<file path="src/rtl/if_fetch_unit_if.sv">
// Bus bundle between the IF stage, the decode stage and the instruction SRAM.
// master = fetch unit side, slave = decode/SRAM side.
interface if_fetch_unit_if;
   logic [32:0] br_bus;           // {br_e, br_addr[31:0]} from decode
   logic [32:0] if_to_id_bus;     // {ce, pc[31:0]} to decode
   logic        inst_sram_en;
   logic [3:0]  inst_sram_wen;
   logic [31:0] inst_sram_addr;
   logic [31:0] inst_sram_wdata;

   modport master (
      input  br_bus,
      output if_to_id_bus,
      output inst_sram_en,
      output inst_sram_wen,
      output inst_sram_addr,
      output inst_sram_wdata
   );

   modport slave (
      output br_bus,
      input  if_to_id_bus,
      input  inst_sram_en,
      input  inst_sram_wen,
      input  inst_sram_addr,
      input  inst_sram_wdata
   );
endinterface

</file>
<file path="src/rtl/if_fetch_unit.sv">
// IF stage of the 5-stage MIPS pipeline: owns the PC, drives the instruction
// SRAM request port and hands {ce, pc} to decode. A branch that arrives while
// IF is stalled is held in a one-entry pending buffer until the stall drops.
// Optional build macro IF_ADDR_ALIGN_CHECK_EN: flag misaligned fetch addresses
// on if_excp and suppress the SRAM request for them.
module if_fetch_unit #(
   parameter logic [31:0] RESET_PC = 32'hBFC0_0000,
   parameter int          STALL_WD = 6
) (
   input  logic                clk,
   input  logic                rst,
   input  logic                flush,
   input  logic [31:0]         new_pc,
   input  logic [STALL_WD-1:0] stall,
   if_fetch_unit_if.master     bus,
   output logic                if_excp
);

   typedef enum logic [1:0] {
      BOOT    = 2'd0,
      RUN     = 2'd1,
      HOLD    = 2'd2,
      HOLD_BR = 2'd3
   } state_t;

   state_t      state_q, state_d;
   logic [31:0] pc_q, pc_d;
   logic        ce_q, ce_d;
   logic        pend_q, pend_d;
   logic [31:0] pend_addr_q, pend_addr_d;
   logic        excp_q;

   logic        stop_if;
   logic        br_e;
   logic [31:0] br_addr;
   logic [31:0] pc_inc;
   logic        fetch_ok;

   // Only stall[0] concerns IF; the other stage bits are deliberately ignored.
   logic        unused_stall;
   assign unused_stall = ^stall[STALL_WD-1:1];

   assign stop_if = stall[0];
   assign br_e    = bus.br_bus[32];
   assign br_addr = bus.br_bus[31:0];
   assign pc_inc  = pc_q + 32'd4;   // wraps mod 2^32

   // Next-state logic: flush overrides everything below reset, including stalls.
   always_comb begin
      state_d     = state_q;
      pc_d        = pc_q;
      ce_d        = ce_q;
      pend_d      = pend_q;
      pend_addr_d = pend_addr_q;
      if (flush) begin
         pc_d    = new_pc;
         ce_d    = 1'b1;
         pend_d  = 1'b0;
         state_d = RUN;
      end else begin
         case (state_q)
            BOOT: begin
               pc_d    = RESET_PC;
               ce_d    = 1'b1;
               state_d = RUN;
            end
            RUN: begin
               if (!stop_if) begin
                  pc_d = br_e ? br_addr : pc_inc;
               end else if (br_e) begin
                  pend_d      = 1'b1;
                  pend_addr_d = br_addr;
                  state_d     = HOLD_BR;
               end else begin
                  state_d = HOLD;
               end
            end
            HOLD: begin
               if (br_e) begin
                  pend_d      = 1'b1;
                  pend_addr_d = br_addr;
                  state_d     = HOLD_BR;
               end else if (!stop_if) begin
                  pc_d    = pc_inc;
                  state_d = RUN;
               end
            end
            HOLD_BR: begin
               // First captured redirect wins; later br_e pulses are dropped.
               if (!stop_if) begin
                  pc_d    = pend_addr_q;
                  pend_d  = 1'b0;
                  state_d = RUN;
               end
            end
            default: begin
               state_d = BOOT;
            end
         endcase
      end
   end

   // FSM and PC registers; the alignment flag is registered alongside the PC.
   always_ff @(posedge clk) begin
      if (rst) begin
         state_q     <= BOOT;
         pc_q        <= RESET_PC - 32'd4;
         ce_q        <= 1'b0;
         pend_q      <= 1'b0;
         pend_addr_q <= 32'd0;
         excp_q      <= 1'b0;
      end else begin
         state_q     <= state_d;
         pc_q        <= pc_d;
         ce_q        <= ce_d;
         pend_q      <= pend_d;
         pend_addr_q <= pend_addr_d;
`ifdef IF_ADDR_ALIGN_CHECK_EN
         excp_q      <= ce_d & (pc_d[1:0] != 2'b00);
`else
         excp_q      <= 1'b0;
`endif
      end
   end

   // A misaligned PC is still forwarded (for BadVAddr) but never requested.
   assign fetch_ok = ce_q & ~excp_q;

   assign bus.if_to_id_bus    = {fetch_ok, pc_q};
   assign bus.inst_sram_en    = fetch_ok;
   assign bus.inst_sram_wen   = 4'b0000;
   assign bus.inst_sram_addr  = pc_q;
   assign bus.inst_sram_wdata = 32'd0;
   assign if_excp             = excp_q;

endmodule

</file>
<file path="src/flat_wrapper.sv">
// flat-port wrapper written by rule: the top's interface ports become plain ports
module if_fetch_unit_flat 
#(
   parameter logic [31:0] RESET_PC = 32'hBFC0_0000,
   parameter int          STALL_WD = 6
)
  (clk, rst, flush, new_pc, stall, if_excp, bus_br_bus, bus_if_to_id_bus, bus_inst_sram_en, bus_inst_sram_wen, bus_inst_sram_addr, bus_inst_sram_wdata);
  if_fetch_unit_if bus_i ();
  input  logic clk;
  input  logic rst;
  input  logic flush;
  input  logic [31:0] new_pc;
  input  logic [STALL_WD-1:0] stall;
  output logic if_excp;
  input wire logic [$bits(bus_i.br_bus)-1:0] bus_br_bus;
  output wire logic [$bits(bus_i.if_to_id_bus)-1:0] bus_if_to_id_bus;
  output wire logic [$bits(bus_i.inst_sram_en)-1:0] bus_inst_sram_en;
  output wire logic [$bits(bus_i.inst_sram_wen)-1:0] bus_inst_sram_wen;
  output wire logic [$bits(bus_i.inst_sram_addr)-1:0] bus_inst_sram_addr;
  output wire logic [$bits(bus_i.inst_sram_wdata)-1:0] bus_inst_sram_wdata;
  assign bus_i.br_bus = bus_br_bus;
  assign bus_if_to_id_bus = bus_i.if_to_id_bus;
  assign bus_inst_sram_en = bus_i.inst_sram_en;
  assign bus_inst_sram_wen = bus_i.inst_sram_wen;
  assign bus_inst_sram_addr = bus_i.inst_sram_addr;
  assign bus_inst_sram_wdata = bus_i.inst_sram_wdata;
  if_fetch_unit #(.RESET_PC(RESET_PC), .STALL_WD(STALL_WD)) u_core (.clk(clk), .rst(rst), .flush(flush), .new_pc(new_pc), .stall(stall), .bus(bus_i), .if_excp(if_excp));
endmodule
</file>
<file path="config.mk">
export PLATFORM = sky130hd
export DESIGN_NAME = if_fetch_unit_flat
export DESIGN_NICKNAME = d
export VERILOG_FILES = /design/src/rtl/if_fetch_unit_if.sv /design/src/rtl/if_fetch_unit.sv /design/src/flat_wrapper.sv
export SDC_FILE = /design/constraint.sdc
export NUM_CORES = 1
export LEC_CHECK = 0
export BUFFER_PORTS_ARGS = -buffer_cell sky130_fd_sc_hd__buf_2
export CORE_MARGIN = 10
export CORE_UTILIZATION = 45
export DETAILED_ROUTE_END_ITERATION = 10
export PLACE_DENSITY = 0.87
export SLEW_MARGIN = 20
export SYNTH_ARGS = -nofsm -noshare
export SYNTH_HDL_FRONTEND = slang
export SYNTH_SLANG_ARGS = --single-unit
</file>
<file path="constraint.sdc">
create_clock -name clk -period 3.7 [get_ports clk]
set_input_delay 0.74 -clock clk [delete_from_list [all_inputs] [get_ports clk]]
set_output_delay 0.74 -clock clk [all_outputs]
set_load 0.05 [all_outputs]
</file>
==> qor.csv <==
metric;value;unit
Crit. End Element;flip-flop;
number of global-route vias before repair;4411;
total CTS buffers;9;
RR Endpoint;u_core.bus.inst_sram_addr[27];
core area;0.009240;sq mm
layout cell share with drive strength beyond 1;27.52;%
top post-synthesis cells by count;nand2_1 (79), buf_4 (70), dfxtp_1 (67);
sw frac;41.01;%
CTS tree;built;
proportion of power drawn by combinational gates;31.6;%
Worst Hold Launch;u_core.pend_addr_q[29];
CP max-delay cell;buf_2;
first-pass GRT wire length;22360;um
minimum clock period;2583;ps
Clk pwr share;31.2;%
Nets;699;
vias post-DR;4386;
CTS Sinks;67;
Placer Congestion;0.8971;
pre-CTS setup slack;854.9;ps
worst-path cell chain;buf_2, clkinv_1, nand4_1, buf_4, nand2_1, a21oi_1;
worst setup path category;input pin to flip-flop;
Port Buffers;134;
Top delay family on crit path;buffers and inverters;
Finished Layout Cells;754;
met1 wire length;5773;um
Area growth syn-to-layout;13.83;%
violation count after the first detailed-routing iteration;518;
top cells by area, synth;dfxtp_1 (31%), buf_4 (12%), nand2_1 (6.9%), a221oi_1 (6.4%), a21oi_1 (4.5%);
DR vias/cell;5.817;
initial antenna violation count;2;
post-synth top area share;31.42;%
CP Data Required Time;3970;ps
max-cap violation count;0;
Netlist cell types;60;
sequential fraction of the synthesis area;31.42;%
critical path arrival;2860;ps
final setup violating endpoints;0;
r2r startpoint;u_core.state_q[0];
Synth Cell Area;0.004269;sq mm
Die X-Extent;117.4;um
count of final hold-check violations;0;
FF+latch count, synth;67;
CP max FO;34;
Worst-path clk slew;80;ps
WP buf/inv;3;
slowest stage delay, CP;540;ps
run status;complete, no violations;
postcts setup bufs;0;
Layout Utilization;52.59;%
drc violations;0;
RSZ-0062 raised after global routing;false;
gr ovfl total;0;
R2R Setup Slk;1160;ps
P_sw;0.0009334;W
largest area contributor in the netlist;dfxtp_1;
Boundary Pins;177;
clk root buf;clkbuf_8;
Post-Route WL;14260;um
fmax;0.3871;GHz
LEAKAGE;1.968;nW
chip height;117.4;um
Min-Delay Path Depth;2;
Slew Limit Fails;0;
placed cell count;738;
Starting Density;46.20;%
post-route ant nets;0;
met3 WL post-DR;1321;um
Post-Syn Instances;538;
Clock Skews;14.06;ps
HPWL Detailed;10260;um
WL met2;6782;um
Hold WS;459.7;ps
TritonRoute pass-1 iters;8;
largest net degree at the start of global routing;65;
Max-slew headroom;36.75;%
Highest Signal Layer;met5;
FP Rows;35;
Worst R2R Path Depth;8;
Post-CTS Hold Buffers;0;
post-CTS sizing;0;
die area;0.01378;sq mm
Critical Path Start;flush;
startpoint types;input pin;
Worst Hold Class;flip-flop to flip-flop;
pwr/cell area;468.4;mW/mm^2
warning count from the yosys run;0;
Hold EP;u_core.pend_addr_q[29];
Wirelength per Cell;18.92;um
total track usage;19.27;%
Setup WS post-layout;1117;ps
H-tree depth;3;
asr flop ratio synth;0;%
VDD IR max;0.1686;mV
syn avg cell area;7.935;sq um
Seq pwr share;37.1;%
setup TNS;0;ps
clock buffer depth;2;
period utilisation layout;69.82;%
top_reg_cell synth;dfxtp_1;
most frequent cell after synthesis;nand2_1;
antenna diode count;0;
Clk Latency, worst-skew pair;360;ps
Post-synth EDFFs;0;
Worst Tran Pin Value;945.3;ps
internal power;0.001343;W
==> cell type report <==
cell class	count	area [sq um]
multi-input combinational	389	2361
clock inverter	6	86.33
sequential	67	1341
tap	129	161.4
clock buffer	10	137.6
timing repair buffer	142	730.7
fill	845	4380
inverter	11	41.29
==> layer usage <==
metal / track usage (%) / up-vias
met5: 0 / -
met4: 8.842 / 4
met3: 6.811 / 34
met2: 31.57 / 226
met1: 21.91 / 2091
li1: - / 2031
==> cell usage in the layout (no fill, tap or decap), drive strengths merged, types with 3 or more instances in the layout <==
master and n:
a21oi 38, a221oi 31, a222oi 13, a22oi 8, a31oi 3, buf 142
clkbuf 10, clkinv 3, conb 37, dfxtp 67, ha 5, inv 11
mux2i 4, nand2 79, nand2b 3, nand3 20, nand4 16, nor2 27
nor3 12, nor4 8, o21ai 27, o221ai 4, xnor2 7, xor2 10
==> per-stage QoR <==
| step | instance area, sq um | total power (W) |
|---|---|---|
| detailed placement | 4636 | 0.001570 |
| global placement | 4636 | 0.001555 |
| floorplan | 4404 | 0.001459 |
| CTS | 4860 | 0.002259 |
| finish | 4860 | 0.002276 |
| global route | 4860 | 0.002357 |
==> how the worst max path moves through the flow <==
stage | endpoint | slack (ps) | depth (start not counted)
floorplan | u_core.bus.inst_sram_addr[23] | 1360 | 5
global placement | u_core.pend_addr_q[6] | 910 | 6
detailed placement | u_core.pend_addr_q[27] | 850 | 6
CTS | u_core.bus.inst_sram_addr[27] | 1200 | 8
global route | u_core.bus.inst_sram_addr[25] | 940 | 8
finish | u_core.pend_addr_q[10] | 1120 | 6
==> worst min-delay path, cell delays in order, from the launching register on <==
cell and delay [ps]:
dfxtp_1 320, nand2_1 50, a21oi_1 50
==> sequential cells by signal, indices dropped and copies added (netlist names) <==
register	count
u_core.ce_q	1
u_core.pend_addr_q	32
u_core.bus.inst_sram_addr	32
u_core.state_q	2
==> kinds of logic after synthesis <==
group	count (synthesis)	synth area share (%)
other cells	1	0.08784
flops	67	31.42
mux	4	0.9379
compound gates	146	24.24
xor+xnor	17	3.488
buf+inv	118	16.59
simple gates	180	21.78
fa+ha+maj	5	1.465
==> power groups by stage <==
stage	Clock (W)	Sequential [W]	Combinational [W]
floorplan	0	0.000952	0.000507
detailed placement	0	0.000859	0.000711
CTS	0.000703	0.000843	0.000714
global route	0.000740	0.000853	0.000765
global placement	0	0.000854	0.000701
finish	0.000710	0.000845	0.000720
Note: power is estimated with default switching activity, not from simulation.
